===== src/rtl/uart_status_pkg.sv =====
// Shared encodings for the status-message UART: message types, ASCII characters,
// frame lengths and the byte-serialiser state type.
package uart_status_pkg;

    localparam logic [2:0] MSG_FIM = 3'd0;
    localparam logic [2:0] MSG_BPM = 3'd1;
    localparam logic [2:0] MSG_BDM = 3'd2;
    localparam logic [2:0] MSG_END = 3'd3;

    localparam logic [7:0] CH_F    = 8'h46;
    localparam logic [7:0] CH_I    = 8'h49;
    localparam logic [7:0] CH_M    = 8'h4D;
    localparam logic [7:0] CH_B    = 8'h42;
    localparam logic [7:0] CH_P    = 8'h50;
    localparam logic [7:0] CH_D    = 8'h44;
    localparam logic [7:0] CH_E    = 8'h45;
    localparam logic [7:0] CH_N    = 8'h4E;
    localparam logic [7:0] CH_S    = 8'h53;
    localparam logic [7:0] CH_U    = 8'h55;
    localparam logic [7:0] CH_C    = 8'h43;
    localparam logic [7:0] CH_R    = 8'h52;
    localparam logic [7:0] CH_DASH = 8'h2D;
    localparam logic [7:0] CH_HASH = 8'h23;
    localparam logic [7:0] CH_0    = 8'h30;

    localparam int LEN_UNIT = 10;
    localparam int LEN_END  = 5;

    typedef enum logic [1:0] {
        SER_IDLE,
        SER_START,
        SER_DATA,
        SER_STOP
    } ser_state_e;

    // END ignores the unit fields; the unit-carrying messages need class E/C/R and digit 1-4.
    function automatic logic req_legal(logic [2:0] t, logic [1:0] c, logic [2:0] n);
        if (t == MSG_END) return 1'b1;
        if (t > MSG_END) return 1'b0;
        return (c != 2'd3) && (n >= 3'd1) && (n <= 3'd4);
    endfunction

endpackage


===== src/rtl/uart_status_tx_if.sv =====
// Request handshake between the control logic and the status transmitter.
interface uart_status_tx_if;
    logic       msg_valid;
    logic       msg_ready;
    logic [2:0] msg_type;
    logic [1:0] unit_class;
    logic [2:0] unit_num;

    modport master (output msg_valid, msg_type, unit_class, unit_num, input msg_ready);
    modport slave  (input msg_valid, msg_type, unit_class, unit_num, output msg_ready);
endinterface


===== src/rtl/uart_byte_ser.sv =====
// Single-byte 8N1 serialiser. A start seen during the last stop-bit cycle chains
// straight into the next start bit, so multi-byte frames have no idle gap.
module uart_byte_ser
    import uart_status_pkg::*;
#(
    parameter int CLKS_PER_BIT = 434
) (
    input  logic       clk_50M,
    input  logic       reset,
    input  logic       start,
    input  logic [7:0] data,
    output logic       tx,
    output logic       busy,
    output logic       done
);

    localparam int                CNT_W    = (CLKS_PER_BIT > 2) ? $clog2(CLKS_PER_BIT) : 1;
    localparam logic [CNT_W-1:0]  CNT_LAST = CNT_W'(CLKS_PER_BIT - 1);

    ser_state_e       state_q, state_d;
    logic [CNT_W-1:0] cnt_q, cnt_d;
    logic [2:0]       bit_q, bit_d;
    logic [7:0]       shreg_q, shreg_d;
    logic             tx_q, tx_d;
    logic             bit_end;

    always_comb begin
        state_d = state_q;
        cnt_d   = cnt_q;
        bit_d   = bit_q;
        shreg_d = shreg_q;
        tx_d    = tx_q;
        bit_end = (cnt_q == CNT_LAST);

        if (state_q != SER_IDLE) cnt_d = bit_end ? '0 : cnt_q + CNT_W'(1);

        case (state_q)
            SER_IDLE: begin
                if (start) begin
                    state_d = SER_START;
                    tx_d    = 1'b0;
                    cnt_d   = '0;
                end
            end
            SER_START: begin
                // Byte is captured here, once the parent's latched fields are stable.
                if (bit_end) begin
                    state_d = SER_DATA;
                    shreg_d = data;
                    bit_d   = 3'd0;
                    tx_d    = data[0];
                end
            end
            SER_DATA: begin
                if (bit_end) begin
                    if (bit_q == 3'd7) begin
                        state_d = SER_STOP;
                        tx_d    = 1'b1;
                    end else begin
                        bit_d = bit_q + 3'd1;
                        tx_d  = shreg_q[bit_d];
                    end
                end
            end
            SER_STOP: begin
                if (bit_end) begin
                    state_d = start ? SER_START : SER_IDLE;
                    tx_d    = ~start;
                end
            end
            default: state_d = SER_IDLE;
        endcase
    end

    always_ff @(posedge clk_50M) begin
        if (reset) begin
            state_q <= SER_IDLE;
            cnt_q   <= '0;
            bit_q   <= '0;
            shreg_q <= '0;
            tx_q    <= 1'b1;
        end else begin
            state_q <= state_d;
            cnt_q   <= cnt_d;
            bit_q   <= bit_d;
            shreg_q <= shreg_d;
            tx_q    <= tx_d;
        end
    end

    assign tx   = tx_q;
    assign busy = (state_q != SER_IDLE);
    assign done = (state_q == SER_STOP) && bit_end;

endmodule


===== src/rtl/uart_status_tx.sv =====
// Status-message transmitter: frame sequencing and character ROM in front of the
// byte serialiser.
module uart_status_tx
    import uart_status_pkg::*;
#(
    parameter int CLKS_PER_BIT = 434,
    parameter int MAX_LEN      = 10
) (
    input  logic                   clk_50M,
    input  logic                   reset,
    uart_status_tx_if.slave        msg_if,
    output logic                   tx,
    output logic                   busy,
    output logic                   msg_done,
    output logic                   msg_err
);

    localparam int IDX_W = $clog2(MAX_LEN);

    logic [2:0]       type_q, type_d;
    logic [1:0]       class_q, class_d;
    logic [2:0]       num_q, num_d;
    logic [IDX_W-1:0] idx_q, idx_d;
    logic             done_q, done_d;
    logic             err_q, err_d;

    logic             accept, legal, last_byte, ser_start, ser_busy, ser_done;
    logic [IDX_W-1:0] last_idx;
    logic [7:0]       char_cur, tag0, tag1, tag2, cls_char;

    always_comb begin
        type_d    = type_q;
        class_d   = class_q;
        num_d     = num_q;
        idx_d     = idx_q;
        done_d    = 1'b0;
        err_d     = 1'b0;
        ser_start = 1'b0;

        last_idx  = (type_q == MSG_END) ? IDX_W'(LEN_END - 1) : IDX_W'(LEN_UNIT - 1);
        last_byte = (idx_q == last_idx);
        accept    = msg_if.msg_valid && msg_if.msg_ready;
        legal     = req_legal(msg_if.msg_type, msg_if.unit_class, msg_if.unit_num);

        if (accept) begin
            type_d  = msg_if.msg_type;
            class_d = msg_if.unit_class;
            num_d   = msg_if.unit_num;
            idx_d   = '0;
            if (legal) ser_start = 1'b1;
            else       err_d     = 1'b1;
        end

        // accept needs an idle serialiser, so this never overlaps with the branch above.
        if (ser_done) begin
            if (last_byte) begin
                done_d = 1'b1;
                idx_d  = '0;
            end else begin
                idx_d     = idx_q + IDX_W'(1);
                ser_start = 1'b1;
            end
        end
    end

    always_comb begin
        tag0 = CH_B;
        tag1 = CH_D;
        tag2 = CH_M;
        case (type_q)
            MSG_FIM: begin tag0 = CH_F; tag1 = CH_I; end
            MSG_BPM: begin tag0 = CH_B; tag1 = CH_P; end
            MSG_BDM: begin tag0 = CH_B; tag1 = CH_D; end
            default: begin tag0 = CH_E; tag1 = CH_N; tag2 = CH_D; end
        endcase

        case (class_q)
            2'd0:    cls_char = CH_E;
            2'd1:    cls_char = CH_C;
            default: cls_char = CH_R;
        endcase

        char_cur = CH_HASH;
        if (type_q == MSG_END) begin
            case (int'(idx_q))
                0:       char_cur = tag0;
                1:       char_cur = tag1;
                2:       char_cur = tag2;
                3:       char_cur = CH_DASH;
                default: char_cur = CH_HASH;
            endcase
        end else begin
            case (int'(idx_q))
                0:       char_cur = tag0;
                1:       char_cur = tag1;
                2:       char_cur = tag2;
                3:       char_cur = CH_DASH;
                4:       char_cur = cls_char;
                5:       char_cur = CH_S;
                6:       char_cur = CH_U;
                7:       char_cur = CH_0 + {5'd0, num_q};
                8:       char_cur = CH_DASH;
                default: char_cur = CH_HASH;
            endcase
        end
    end

    always_ff @(posedge clk_50M) begin
        if (reset) begin
            type_q  <= '0;
            class_q <= '0;
            num_q   <= '0;
            idx_q   <= '0;
            done_q  <= 1'b0;
            err_q   <= 1'b0;
        end else begin
            type_q  <= type_d;
            class_q <= class_d;
            num_q   <= num_d;
            idx_q   <= idx_d;
            done_q  <= done_d;
            err_q   <= err_d;
        end
    end

    uart_byte_ser #(.CLKS_PER_BIT(CLKS_PER_BIT)) u_ser (
        .clk_50M (clk_50M),
        .reset   (reset),
        .start   (ser_start),
        .data    (char_cur),
        .tx      (tx),
        .busy    (ser_busy),
        .done    (ser_done)
    );

    assign msg_if.msg_ready = ~ser_busy;
    assign busy             = ser_busy;
    assign msg_done         = done_q;
    assign msg_err          = err_q;

endmodule

===== src/flat_wrapper.sv =====
// flat-port wrapper written by rule: the top's interface ports become plain ports
module uart_status_tx_flat import uart_status_pkg::*;
#(
    parameter int CLKS_PER_BIT = 434,
    parameter int MAX_LEN      = 10
)
  (clk_50M, reset, tx, busy, msg_done, msg_err, msg_if_msg_valid, msg_if_msg_type, msg_if_unit_class, msg_if_unit_num, msg_if_msg_ready);
  uart_status_tx_if msg_if_i ();
  input  logic clk_50M;
  input  logic reset;
  output logic tx;
  output logic busy;
  output logic msg_done;
  output logic msg_err;
  input wire logic [$bits(msg_if_i.msg_valid)-1:0] msg_if_msg_valid;
  input wire logic [$bits(msg_if_i.msg_type)-1:0] msg_if_msg_type;
  input wire logic [$bits(msg_if_i.unit_class)-1:0] msg_if_unit_class;
  input wire logic [$bits(msg_if_i.unit_num)-1:0] msg_if_unit_num;
  output wire logic [$bits(msg_if_i.msg_ready)-1:0] msg_if_msg_ready;
  assign msg_if_i.msg_valid = msg_if_msg_valid;
  assign msg_if_i.msg_type = msg_if_msg_type;
  assign msg_if_i.unit_class = msg_if_unit_class;
  assign msg_if_i.unit_num = msg_if_unit_num;
  assign msg_if_msg_ready = msg_if_i.msg_ready;
  uart_status_tx #(.CLKS_PER_BIT(CLKS_PER_BIT), .MAX_LEN(MAX_LEN)) u_core (.clk_50M(clk_50M), .reset(reset), .msg_if(msg_if_i), .tx(tx), .busy(busy), .msg_done(msg_done), .msg_err(msg_err));
endmodule

===== config.mk =====
export PLATFORM = sky130hd
export DESIGN_NAME = uart_status_tx_flat
export DESIGN_NICKNAME = d
export VERILOG_FILES = /design/src/rtl/uart_status_pkg.sv /design/src/rtl/uart_status_tx_if.sv /design/src/rtl/uart_byte_ser.sv /design/src/rtl/uart_status_tx.sv /design/src/flat_wrapper.sv
export SDC_FILE = /design/constraint.sdc
export NUM_CORES = 1
export LEC_CHECK = 0
export CAP_MARGIN = 10
export CORE_MARGIN = 1
export CORE_UTILIZATION = 50
export CTS_CLUSTER_DIAMETER = 40
export CTS_CLUSTER_SIZE = 14
export DETAILED_ROUTE_END_ITERATION = 10
export GPL_TIMING_DRIVEN = 0
export PLACE_DENSITY = 0.75
export SYNTH_ARGS = -nofsm -noshare
export SYNTH_HDL_FRONTEND = slang
export SYNTH_HIERARCHICAL = 1
export SYNTH_SLANG_ARGS = --single-unit

===== constraint.sdc =====
create_clock -name clk_50M -period 3.3 [get_ports clk_50M]
set_clock_uncertainty 0.2 [all_clocks]
set_input_delay 0.33 -clock clk_50M [delete_from_list [all_inputs] [get_ports clk_50M]]
set_output_delay 0.33 -clock clk_50M [all_outputs]
set_load 0.01 [all_outputs]

==> flow_metrics.py, run 1 <==
metrics = {
    "logic_synthesis": {
        "synth-simple-area-share_pct": 24.2,
        "synth_common_cells": "dfxtp_1, nand2_1, a21oi_1",
        "synth_fa_ha_area_share_pct": 6.53,
        "synth_top_area_share_pct": 32.2,
        "synthXorXnorAreaFrac_pct": 0.381,
        "ys_ff_latch": 37,
        "ys_warn_count": 6,
        "synth_compound_area_share_pct": 21.7,
        "synth_top_area_cell": "dfxtp_1",
        "async_reset_ff_share_pct": 0,
        "synth_edf_count": 0,
        "syn_inst": 274,
        "yosysSeqAreaShare_pct": 32.2,
        "synth.most_common_cell": "dfxtp_1",
        "synth_cell_types": 58,
        "synth_top_family_by_area": "simple AND/OR/NAND/NOR gates",
        "avgSynthCellArea_um2": 8.40,
        "syn_nets": 297,
        "synthesis.area_um2": 2300,
        "synth.mux.area_fraction_pct": 8.65,
        "ys.flop_type": "dfxtp_1",
        "ys_top_cells_by_area": "dfxtp_1, ha_1, mux2i_1, nand2_1, a21oi_1",
    },
    "floorplanning": {
        "start_util_pct": 52.5,
        "dieArea_um2": 4880,
        "coreArea_um2": 4380,
        "dieHeight_um": 69.8,
        "die_w_um": 69.8,
        "rows": 24,
        "pin_count": 16,
    },
    "final_layout": {
        "area_growth_pct": 12.9,
        "final_nets": 317,
        "fin_area_um2": 2600,
        "drive_above_1_share_pct": 9.86,
        "num_antenna_cells": 0,
    },
    "timing": {
        "layout_min_cycle_time_ns": 2.94,
        "period_share_pct": 89.1,
        "finalHoldViolCount": 0,
        "slew_viol_final": 0,
        "hold_ws_ns": 0.261,
        "finalSetupViolations": 0,
        "max_slew_margin_pct": 58.5,
        "grt_setup_unrepaired": "no",
        "fin_tns_setup_ns": 0,
        "fmax_mhz": 340,
        "tightest_slew_ns": 0.607,
        "setup_ws_ns": 0.361,
    },
    "hold_path": {
        "holdCritStartpoint": "u_core/num_q[1]$_SDFFE_PP0P_",
        "hp-class": "reg -> reg",
    },
    "clock_network": {
        "cts_buffers": 5,
        "cts.clk_slew.worst_paths_ns": 0.07,
        "cts-htree-levels": 2,
        "cts_setup_buffers": 0,
        "clockBufferDepth": 2,
        "cts_tree": "built",
        "numClockSinks": 37,
        "clkLatencyLatePin_ns": 0.29,
        "cts-root-buf": "clkbuf_8",
    },
    "placed_design": {
        "place_area_um2": 2520,
        "gp_congestion": 0.808,
        "dpl.hpwl_mm": 3.77,
        "portBuffers": 15,
        "place_ws_ns": 0.0513,
    },
    "pwr": {
        "power_mw": 0.954,
        "leakagePower_nw": 0.997,
        "irDropWorstVdd_v": 0.000205,
        "powerDensity_nw_per_um2": 367,
    },
    "setup_path": {
        "arrival_ns": 2.92,
        "startpoint": "u_core/u_ser/cnt_q[0]$_SDFF_PP0_",
        "critPathMaxFanout": 10,
        "critPathRequiredTime_ns": 3.28,
        "crit_path_end_kind": "flop",
        "r2r_start": "u_core/u_ser/cnt_q[0]$_SDFF_PP0_",
        "crit_path_start_kind": "flop",
        "path_class": "reg -> reg",
    },
    "global_routing": {
        "grt_overflow": 0,
        "antenna_found_initial": 0,
        "grt_pass1_wl_mm": 9.11,
        "grt_pass1_vias": 1959,
        "track_usage_pct": 22.8,
        "grt_max_degree": 11,
    },
    "drt": {
        "drt_iter0_drc": 142,
        "via_per_inst": 6.01,
        "routed_wl_mm": 5.20,
        "drc_errors": 0,
        "dr.pass1.iters": 4,
        "ant_nets": 0,
        "routedWlPerCell_um": 15.0,
        "num_vias": 2081,
    },
    "flow_run": {
        "drv_cap": 0,
    },
    "outcome": {
        "status": "complete, no violations",
    },
}
-- registers in the layout, indices dropped and copies added (netlist names) --
name / flops
u_core/msg_err: 1
u_core/msg_done: 1
u_core/u_ser/cnt_q: 9
u_core/num_q: 3
u_core/u_ser/tx: 1
u_core/u_ser/bit_q: 3
u_core/u_ser/shreg_q: 8
u_core/u_ser/state_q: 2
u_core/idx_q: 4
u_core/class_q: 2
u_core/type_q: 3
-- power breakdown --
| part | internal (mW) | total, mW | switching, mW |
|---|---|---|---|
| clock | 0.166 | 0.326 | 0.160 |
| sequential | 0.461 | 0.473 | 0.0118 |
| combinational | 0.0658 | 0.156 | 0.0898 |
| total | 0.692 | 0.954 | 0.262 |
-- cell families after synthesis --
| group | after synthesis |
|---|---|
| muxes | 17 |
| xor gates and xnor gates | 1 |
| buffers and inverters | 31 |
| AOI/OAI and AO/OA | 74 |
| DFF | 37 |
| and+or+nand+nor | 101 |
| other | 1 |
| adders and majority gates | 12 |
-- cells in the final DEF, fill, tap and decap left out, drive strengths merged, types with 2 or more instances in the layout --
master,instances
inv,13
nor3,7
a211oi,6
clkdlybuf4s50,15
nand3b,2
o211ai,2
mux4,2
a221oi,2
nor4bb,2
nor3b,3
a2111oi,3
o21ai,13
nor2b,3
a311oi,5
nor4,5
dfxtp,37
nor4b,2
clkbuf,14
a22oi,3
nand3,9
nand2,29
buf,9
nand2b,5
a21oi,21
or3,3
o22ai,2
nor2,20
and3,3
or4,2
ha,12
a31oi,5
a41oi,4
mux2i,15
-- critical path, stage by stage (launching register included) --
cell and delay [ns]:
dfxtp_1 0.43, ha_1 0.19, and4_1 0.16, clkbuf_1 0.32
and3_2 0.36, a22o_1 0.25, inv_1 0.11, a221oi_1 0.28
a2111oi_0 0.17, or3b_1 0.36
-- metal layers --
layer	part of all wire (%)	track usage [%]
met5	0	0
met2	51	40.0
met1	44	27.8
met3	3.2	3.49
met4	1.4	8.89
-- cell type report --
cell class	instances	area (µm²)
clock buffer	7	86.3
fill	404	1790
timing repair buffer	15	150
inverter	13	48.8
buffer	16	87.6
sequential	37	741
tap	52	65.1
multi-input combinational	206	1420
-- per-stage QoR --
stage	util [%]	std cells
after floorplan	-	274
after global placement	57.4	341
after detailed placement	57.4	341
after CTS	59.4	348
after global routing	59.3	346
final	59.3	346
-- worst paths after layout --
path | to | slack, ns | cells past startpoint
hold reg to reg | u_core/num_q[1]$_SDFFE_PP0P_ | 0.26 | 2
setup / recovery | u_core/u_ser/tx$_SDFFE_PP1P_ | 0.36 | 9
setup reg to reg | u_core/u_ser/tx$_SDFFE_PP1P_ | 0.36 | 9
hold / removal | u_core/num_q[1]$_SDFFE_PP0P_ | 0.26 | 2
-- repair_timing --
action / in CTS / in global routing
gates resized for setup: 0 / 3
hold buffers: 0 / 0
endpoints found under the setup margin: 0 / 2
Note: power is estimated with default switching activity, not from simulation.
==> run 2, diff against run 1 <==
--- a/config.mk
+++ b/config.mk
@@ -5,6 +5,7 @@
 export SDC_FILE = /design/constraint.sdc
 export NUM_CORES = 1
 export LEC_CHECK = 0
+export ABC_AREA = 1
 export CAP_MARGIN = 10
 export CORE_MARGIN = 1
 export CORE_UTILIZATION = 50
==> run 2 against run 1 <==
  * Sequential share of layout area decreased by 1.2 points
  * Utilization grew 1.4 points
  * Via count is 8.4% higher
  * Combinational power increased to 2.6 times the previous value
  * Clock power is 27% higher
  * Design area is 4.4% higher
  * Power grew 40%
  * Sequential power grew 10%
==> flow_metrics.py, run 2 <==
metrics = {
    "setup_path": {
        "path_class": "reg -> out",
        "rr_worst_depth": 12,
        "r2r_start": "u_core/u_ser/state_q[0]$_SDFFE_PP0P_",
        "startpoint": "u_core/u_ser/state_q[0]$_SDFFE_PP0P_",
        "crit_path_start_kind": "flop",
        "critPathRequiredTime_ns": 2.77,
        "critPathMaxFanout": 12,
        "arrival_ns": 2.00,
        "r2r-end": "u_core/u_ser/cnt_q[1]$_SDFF_PP0_",
        "crit_path_end_kind": "output port",
        "cp-endpoint": "busy",
        "r2r_setup_slack_ns": 0.78,
    },
    "global_routing": {
        "track_usage_pct": 21.9,
        "antenna_found_initial": 0,
        "use_met3_pct": 5.13,
        "grt_overflow": 0,
        "grt_pass1_vias": 2071,
        "met1_usage_pct": 29.0,
        "top_usage_layer": "met2",
        "grt_max_degree": 13,
        "grt_use_met2_pct": 36.4,
        "grt_pass1_wl_mm": 8.90,
    },
    "floorplanning": {
        "coreArea_um2": 4470,
        "dieHeight_um": 71.0,
        "pin_count": 16,
        "rows": 24,
        "dieArea_um2": 5040,
        "die_w_um": 71.0,
        "start_util_pct": 53.2,
    },
    "final_layout": {
        "num_antenna_cells": 0,
        "fin_area_um2": 2710,
        "layout_common_cells": "nand2_1, inv_1, dfxtp_1",
        "reg_top3": "u_core/u_ser/cnt_q: 9 flops, u_core/u_ser/shreg_q: 8 flops, u_core/idx_q: 4 flops",
        "final_nets": 396,
        "top_register": "u_core/u_ser/cnt_q",
        "final_common_cell": "nand2_1",
        "largest_reg_flops": 9,
        "area_growth_pct": 13.9,
        "drive_above_1_share_pct": 12.6,
        "fin_util_pct": 60.7,
        "final_cells": 426,
    },
    "timing": {
        "grt_setup_unrepaired": "no",
        "fin_tns_setup_ns": 0,
        "layout_min_cycle_time_ns": 2.53,
        "finalSetupViolations": 0,
        "fmax_mhz": 395,
        "finalHoldViolCount": 0,
        "period_share_pct": 76.6,
        "slew_viol_final": 0,
    },
    "outcome": {
        "status": "complete, no violations",
    },
    "placed_design": {
        "place_area_um2": 2600,
        "gp_congestion": 0.899,
        "portBuffers": 15,
        "place_inst": 418,
        "dpl.hpwl_mm": 3.75,
    },
    "clock_network": {
        "cts.clk_slew.worst_paths_ns": 0.07,
        "clockBufferDepth": 2,
        "numClockSinks": 37,
        "cts_tree": "built",
        "cts_setup_buffers": 0,
        "ctsResizeCount": 0,
        "cts_buffers": 5,
        "cts-htree-levels": 2,
        "cts-root-buf": "clkbuf_8",
        "cts_hold_buf": 0,
        "clkLatencyLatePin_ns": 0.29,
    },
    "logic_synthesis": {
        "avgSynthCellArea_um2": 6.79,
        "synth_top_area_share_pct": 31.1,
        "ys_ff_latch": 37,
        "synth_cell_types": 38,
        "async_reset_ff_share_pct": 0,
        "ys_top_cells_by_area": "dfxtp_1, nand2_1, inv_1, a21oi_1, ha_1",
        "syn_nets": 374,
        "syn_inst": 351,
        "yosysSeqAreaShare_pct": 31.1,
        "ys_warn_count": 6,
        "synth_common_cells": "nand2_1, inv_1, dfxtp_1",
        "synth.most_common_cell": "nand2_1",
        "synth_edf_count": 0,
        "ys.flop_type": "dfxtp_1",
        "synth_top_area_cell": "dfxtp_1",
        "synthesis.area_um2": 2380,
    },
    "hold_path": {
        "hp-class": "reg -> reg",
    },
    "pwr": {
        "leakagePower_nw": 1.14,
        "irDropWorstVdd_v": 0.000333,
        "powerDensity_nw_per_um2": 494,
    },
    "drt": {
        "drc_errors": 0,
        "dr.pass1.iters": 4,
        "via_per_inst": 5.30,
        "ant_nets": 0,
        "drt_iter0_drc": 119,
        "num_vias": 2256,
        "routed_wl_mm": 5.04,
        "routedWlPerCell_um": 11.8,
    },
    "flow_run": {
        "drv_cap": 0,
    },
}
[run 2: cell types whose count changed in the layout (fill, tap and decap cells not counted), moves of 8 or more]
cell	delta
nor2_1	+8
nand2_1	+54
nand3_1	+17
mux2i_1	-14
inv_1	+31
a21oi_1	+11
[run 2: final cells by class]
cell class	instances	area, µm²
timing repair buffer	15	150
clock buffer	7	86.3
tap	52	65.1
buffer	8	48.8
inverter	49	186
sequential	37	741
fill	400	1760
multi-input combinational	257	1410
clock inverter	1	30.0
[run 2: through the flow]
stage | hold slack [ns] | worst slack [ns] | power, mW
final | 0.262 | 0.771 | 1.34
after global routing | 0.289 | 0.526 | 1.42
after CTS | 0.263 | 0.772 | 1.34
after detailed placement | 0.252 | 0.789 | 0.934
after global placement | 0.244 | 0.830 | 0.926
after floorplan | 0.208 | 1.19 | 0.816
[run 2: metal layers]
| layer | part of all wire (%) | up-vias |
|---|---|---|
| met4 | 0.50 | 0 |
| met2 | 45 | 44 |
| met3 | 3.8 | 4 |
| met5 | 0 | - |
| li1 | - | 1189 |
| met1 | 50 | 1019 |
[run 2: cell families after synthesis]
kind of cell,synth area share (%)
other,0.157
and+or+nand+nor,34.0
buffers and inverters,9.87
xor gates and xnor gates,0.735
adders and majority gates,6.30
AOI/OAI and AO/OA,17.9
DFF,31.1
[run 2: worst max-delay path, stage by stage, from the launching register on]
cell and delay (ns):
dfxtp_1 0.43, inv_1 0.09, ha_1 0.21, inv_1 0.10, buf_2 0.28, clkdlybuf4s50_1 0.59
[run 2: worst min path at each step]
stage                                                     from  cells after the start  slack, ns                                   end
after floorplan                                          reset                      1       0.21        u_core/class_q[1]$_SDFFE_PP0P_
after global placement    u_core/u_ser/shreg_q[7]$_SDFFE_PP0P_                      2       0.24  u_core/u_ser/shreg_q[7]$_SDFFE_PP0P_
after detailed placement  u_core/u_ser/shreg_q[3]$_SDFFE_PP0P_                      2       0.25  u_core/u_ser/shreg_q[3]$_SDFFE_PP0P_
after CTS                 u_core/u_ser/shreg_q[3]$_SDFFE_PP0P_                      2       0.26  u_core/u_ser/shreg_q[3]$_SDFFE_PP0P_
after global routing      u_core/u_ser/shreg_q[3]$_SDFFE_PP0P_                      2       0.29  u_core/u_ser/shreg_q[3]$_SDFFE_PP0P_
final                     u_core/u_ser/shreg_q[3]$_SDFFE_PP0P_                      2       0.26  u_core/u_ser/shreg_q[3]$_SDFFE_PP0P_
[run 2: power by group]
group | leakage [nW] | switching [mW] | internal [mW]
Sequential | 0.300 | 0.0385 | 0.484
Clock | 0.0585 | 0.166 | 0.247
Combinational | 0.785 | 0.250 | 0.154
Total | 1.14 | 0.455 | 0.885
==> run 3, diff against run 2 <==
==> constraint.sdc (replaced) <==
create_clock -name clk_50M -period 2.46 [get_ports clk_50M]
set_clock_uncertainty 0.2 [all_clocks]
set_input_delay 0.246 -clock clk_50M [delete_from_list [all_inputs] [get_ports clk_50M]]
set_output_delay 0.246 -clock clk_50M [all_outputs]
set_load 0.01 [all_outputs]
==> run 3 against run 2 <==
  * Wire length increased by 0.28%
  * Non-clock buffer count increased by 2
  * Clock power increased by 34%
  * Largest cell class unchanged
  * Critical path type unchanged
  * Sequential power grew 35%
==> flow_metrics.py, run 3 (synthesized netlist as in run 2, its figures left out) <==
metrics = {
    "outcome": {
        "status": "complete, no violations",
    },
    "timing": {
        "grt_setup_unrepaired": "no",
        "setup_ws_ns": 0.135,
        "slew_viol_final": 0,
        "fmax_mhz": 430,
        "finalHoldViolCount": 0,
        "layout_min_cycle_time_ns": 2.32,
        "finalSetupViolations": 0,
        "period_share_pct": 94.5,
        "hold_ws_ns": 0.262,
        "fin_tns_setup_ns": 0,
    },
    "global_routing": {
        "grt_pass1_wl_mm": 8.89,
        "grt_max_degree": 13,
        "grt_pass1_vias": 2076,
        "antenna_found_initial": 0,
        "track_usage_pct": 21.9,
        "grt_overflow": 0,
    },
    "floorplanning": {
        "start_util_pct": 53.2,
        "dieHeight_um": 71.0,
        "rows": 24,
        "dieArea_um2": 5040,
        "pin_count": 16,
        "die_w_um": 71.0,
        "coreArea_um2": 4470,
    },
    "setup_path": {
        "cpMostUsedCell": "inv_1",
        "cp_slowest_cell": "clkdlybuf4s50_1",
        "critPathRequiredTime_ns": 2.01,
        "path_buf_inv": 4,
        "arrival_ns": 1.88,
        "r2r_start": "u_core/u_ser/cnt_q[0]$_SDFF_PP0_",
        "crit_path_end_kind": "output port",
        "critPathMaxStageDelay_ns": 0.56,
        "r2r-end": "u_core/u_ser/state_q[1]$_SDFFE_PP0P_",
        "rr_worst_depth": 12,
        "crit_path_start_kind": "flop",
        "path_class": "reg -> out",
        "critPathMaxFanout": 12,
        "r2r_setup_slack_ns": 0.21,
        "crit_family": "buffers and inverters",
        "cp_cell_sequence": "inv_1 -> ha_1 -> inv_1 -> buf_4 -> clkdlybuf4s50_1",
    },
    "final_layout": {
        "top_register": "u_core/u_ser/cnt_q",
        "largest_reg_flops": 9,
        "nFillCells": 395,
        "reg_top3": "u_core/u_ser/cnt_q: 9 flops, u_core/u_ser/shreg_q: 8 flops, u_core/idx_q: 4 flops",
        "layout_common_cells": "nand2_1, inv_1, dfxtp_1",
        "drive_above_1_share_pct": 13.6,
        "final_nets": 398,
        "area_growth_pct": 15.2,
        "fin_area_um2": 2750,
        "num_antenna_cells": 0,
        "final_common_cell": "nand2_1",
    },
    "placed_design": {
        "gp_congestion": 0.899,
        "place_area_um2": 2600,
        "dpl.hpwl_mm": 3.75,
        "place_ws_ns": -0.0513,
        "portBuffers": 15,
    },
    "clock_network": {
        "cts-htree-levels": 2,
        "numClockSinks": 37,
        "cts_tree": "built",
        "clockBufferDepth": 2,
        "cts.clk_slew.worst_paths_ns": 0.07,
        "cts-root-buf": "clkbuf_8",
        "cts_buffers": 5,
        "clkLatencyLatePin_ns": 0.29,
    },
    "flow_run": {
        "drv_cap": 0,
    },
    "pwr": {
        "power_mw": 1.84,
        "irDropWorstVdd_v": 0.000450,
        "powerDensity_nw_per_um2": 669,
        "leakagePower_nw": 1.16,
    },
    "drt": {
        "drt_iter0_drc": 126,
        "dr.pass1.iters": 4,
        "via_per_inst": 5.30,
        "ant_nets": 0,
        "routedWlPerCell_um": 11.8,
        "wl_met3_um": 182,
        "routed_wl_mm": 5.05,
        "wl_met1_mm": 2.54,
        "drc_errors": 0,
        "wl_met2_mm": 2.30,
        "num_vias": 2269,
        "top_layer": "met4",
    },
    "hold_path": {
        "holdPathStages": 2,
        "hold_end": "u_core/u_ser/shreg_q[3]$_SDFFE_PP0P_",
        "holdCritStartpoint": "u_core/u_ser/shreg_q[3]$_SDFFE_PP0P_",
        "hp-class": "reg -> reg",
    },
}
==> run 3: how the worst max path moves through the flow <==
stage                                          from                                    to  slack, ns  depth (start not counted)
2_1_floorplan  u_core/u_ser/state_q[0]$_SDFFE_PP0P_      u_core/u_ser/cnt_q[1]$_SDFF_PP0_       0.35                         12
3_3_place_gp   u_core/u_ser/state_q[0]$_SDFFE_PP0P_      u_core/u_ser/cnt_q[1]$_SDFF_PP0_      -0.01                         12
3_5_place_dp       u_core/u_ser/cnt_q[0]$_SDFF_PP0_  u_core/u_ser/state_q[1]$_SDFFE_PP0P_      -0.05                         12
4_1_cts        u_core/u_ser/state_q[0]$_SDFFE_PP0P_                                  busy       0.08                          5
5_1_grt        u_core/u_ser/state_q[1]$_SDFFE_PP0P_      u_core/u_ser/cnt_q[1]$_SDFF_PP0_      0.009                         12
6_report       u_core/u_ser/state_q[1]$_SDFFE_PP0P_                                  busy       0.14                          5
==> run 3: repair_timing <==
item	4_1_cts	5_1_grt
pin swaps	0	1
endpoints found under the setup margin	6	8
setup buffers	0	2
hold buffers	0	0
resized for setup	3	2
==> run 3: tightest hold or removal path, cell delays in order (launching register included) <==
cell and delay [ns]:
dfxtp_1 0.30, inv_1 0.06, a21oi_1 0.06
==> run 3: power breakdown <==
group / internal (mW) / switching [mW] / total, mW
combinational: 0.237 / 0.343 / 0.580
clock: 0.331 / 0.223 / 0.553
sequential: 0.651 / 0.0525 / 0.703
==> run 3: stage by stage <==
step	util, %	instances
5_1_grt	61.4	428
6_report	61.4	428
2_1_floorplan	-	351
3_3_place_gp	58.1	418
3_5_place_dp	58.1	418
4_1_cts	60.9	426
==> run 3: area by class of cell <==
class / instances / area, µm² / share of cell area, %
Inverter: 49 / 186 / 6.79
Multi-Input combinational cell: 257 / 1420 / 51.7
Tap cell: 52 / 65.1 / 2.37
Clock buffer: 7 / 86.3 / 3.14
Clock inverter: 1 / 30.0 / 1.09
Sequential cell: 37 / 742 / 27.0
Timing Repair Buffer: 17 / 165 / 6.02
Buffer: 8 / 51.3 / 1.87
==> run 3: metal layers <==
metal / vias to the layer above / GRT usage [%]
met4: 0 / 4.44
met3: 4 / 5.13
met2: 47 / 36.5
li1: 1193 / -
met1: 1025 / 28.9
met5: - / 0
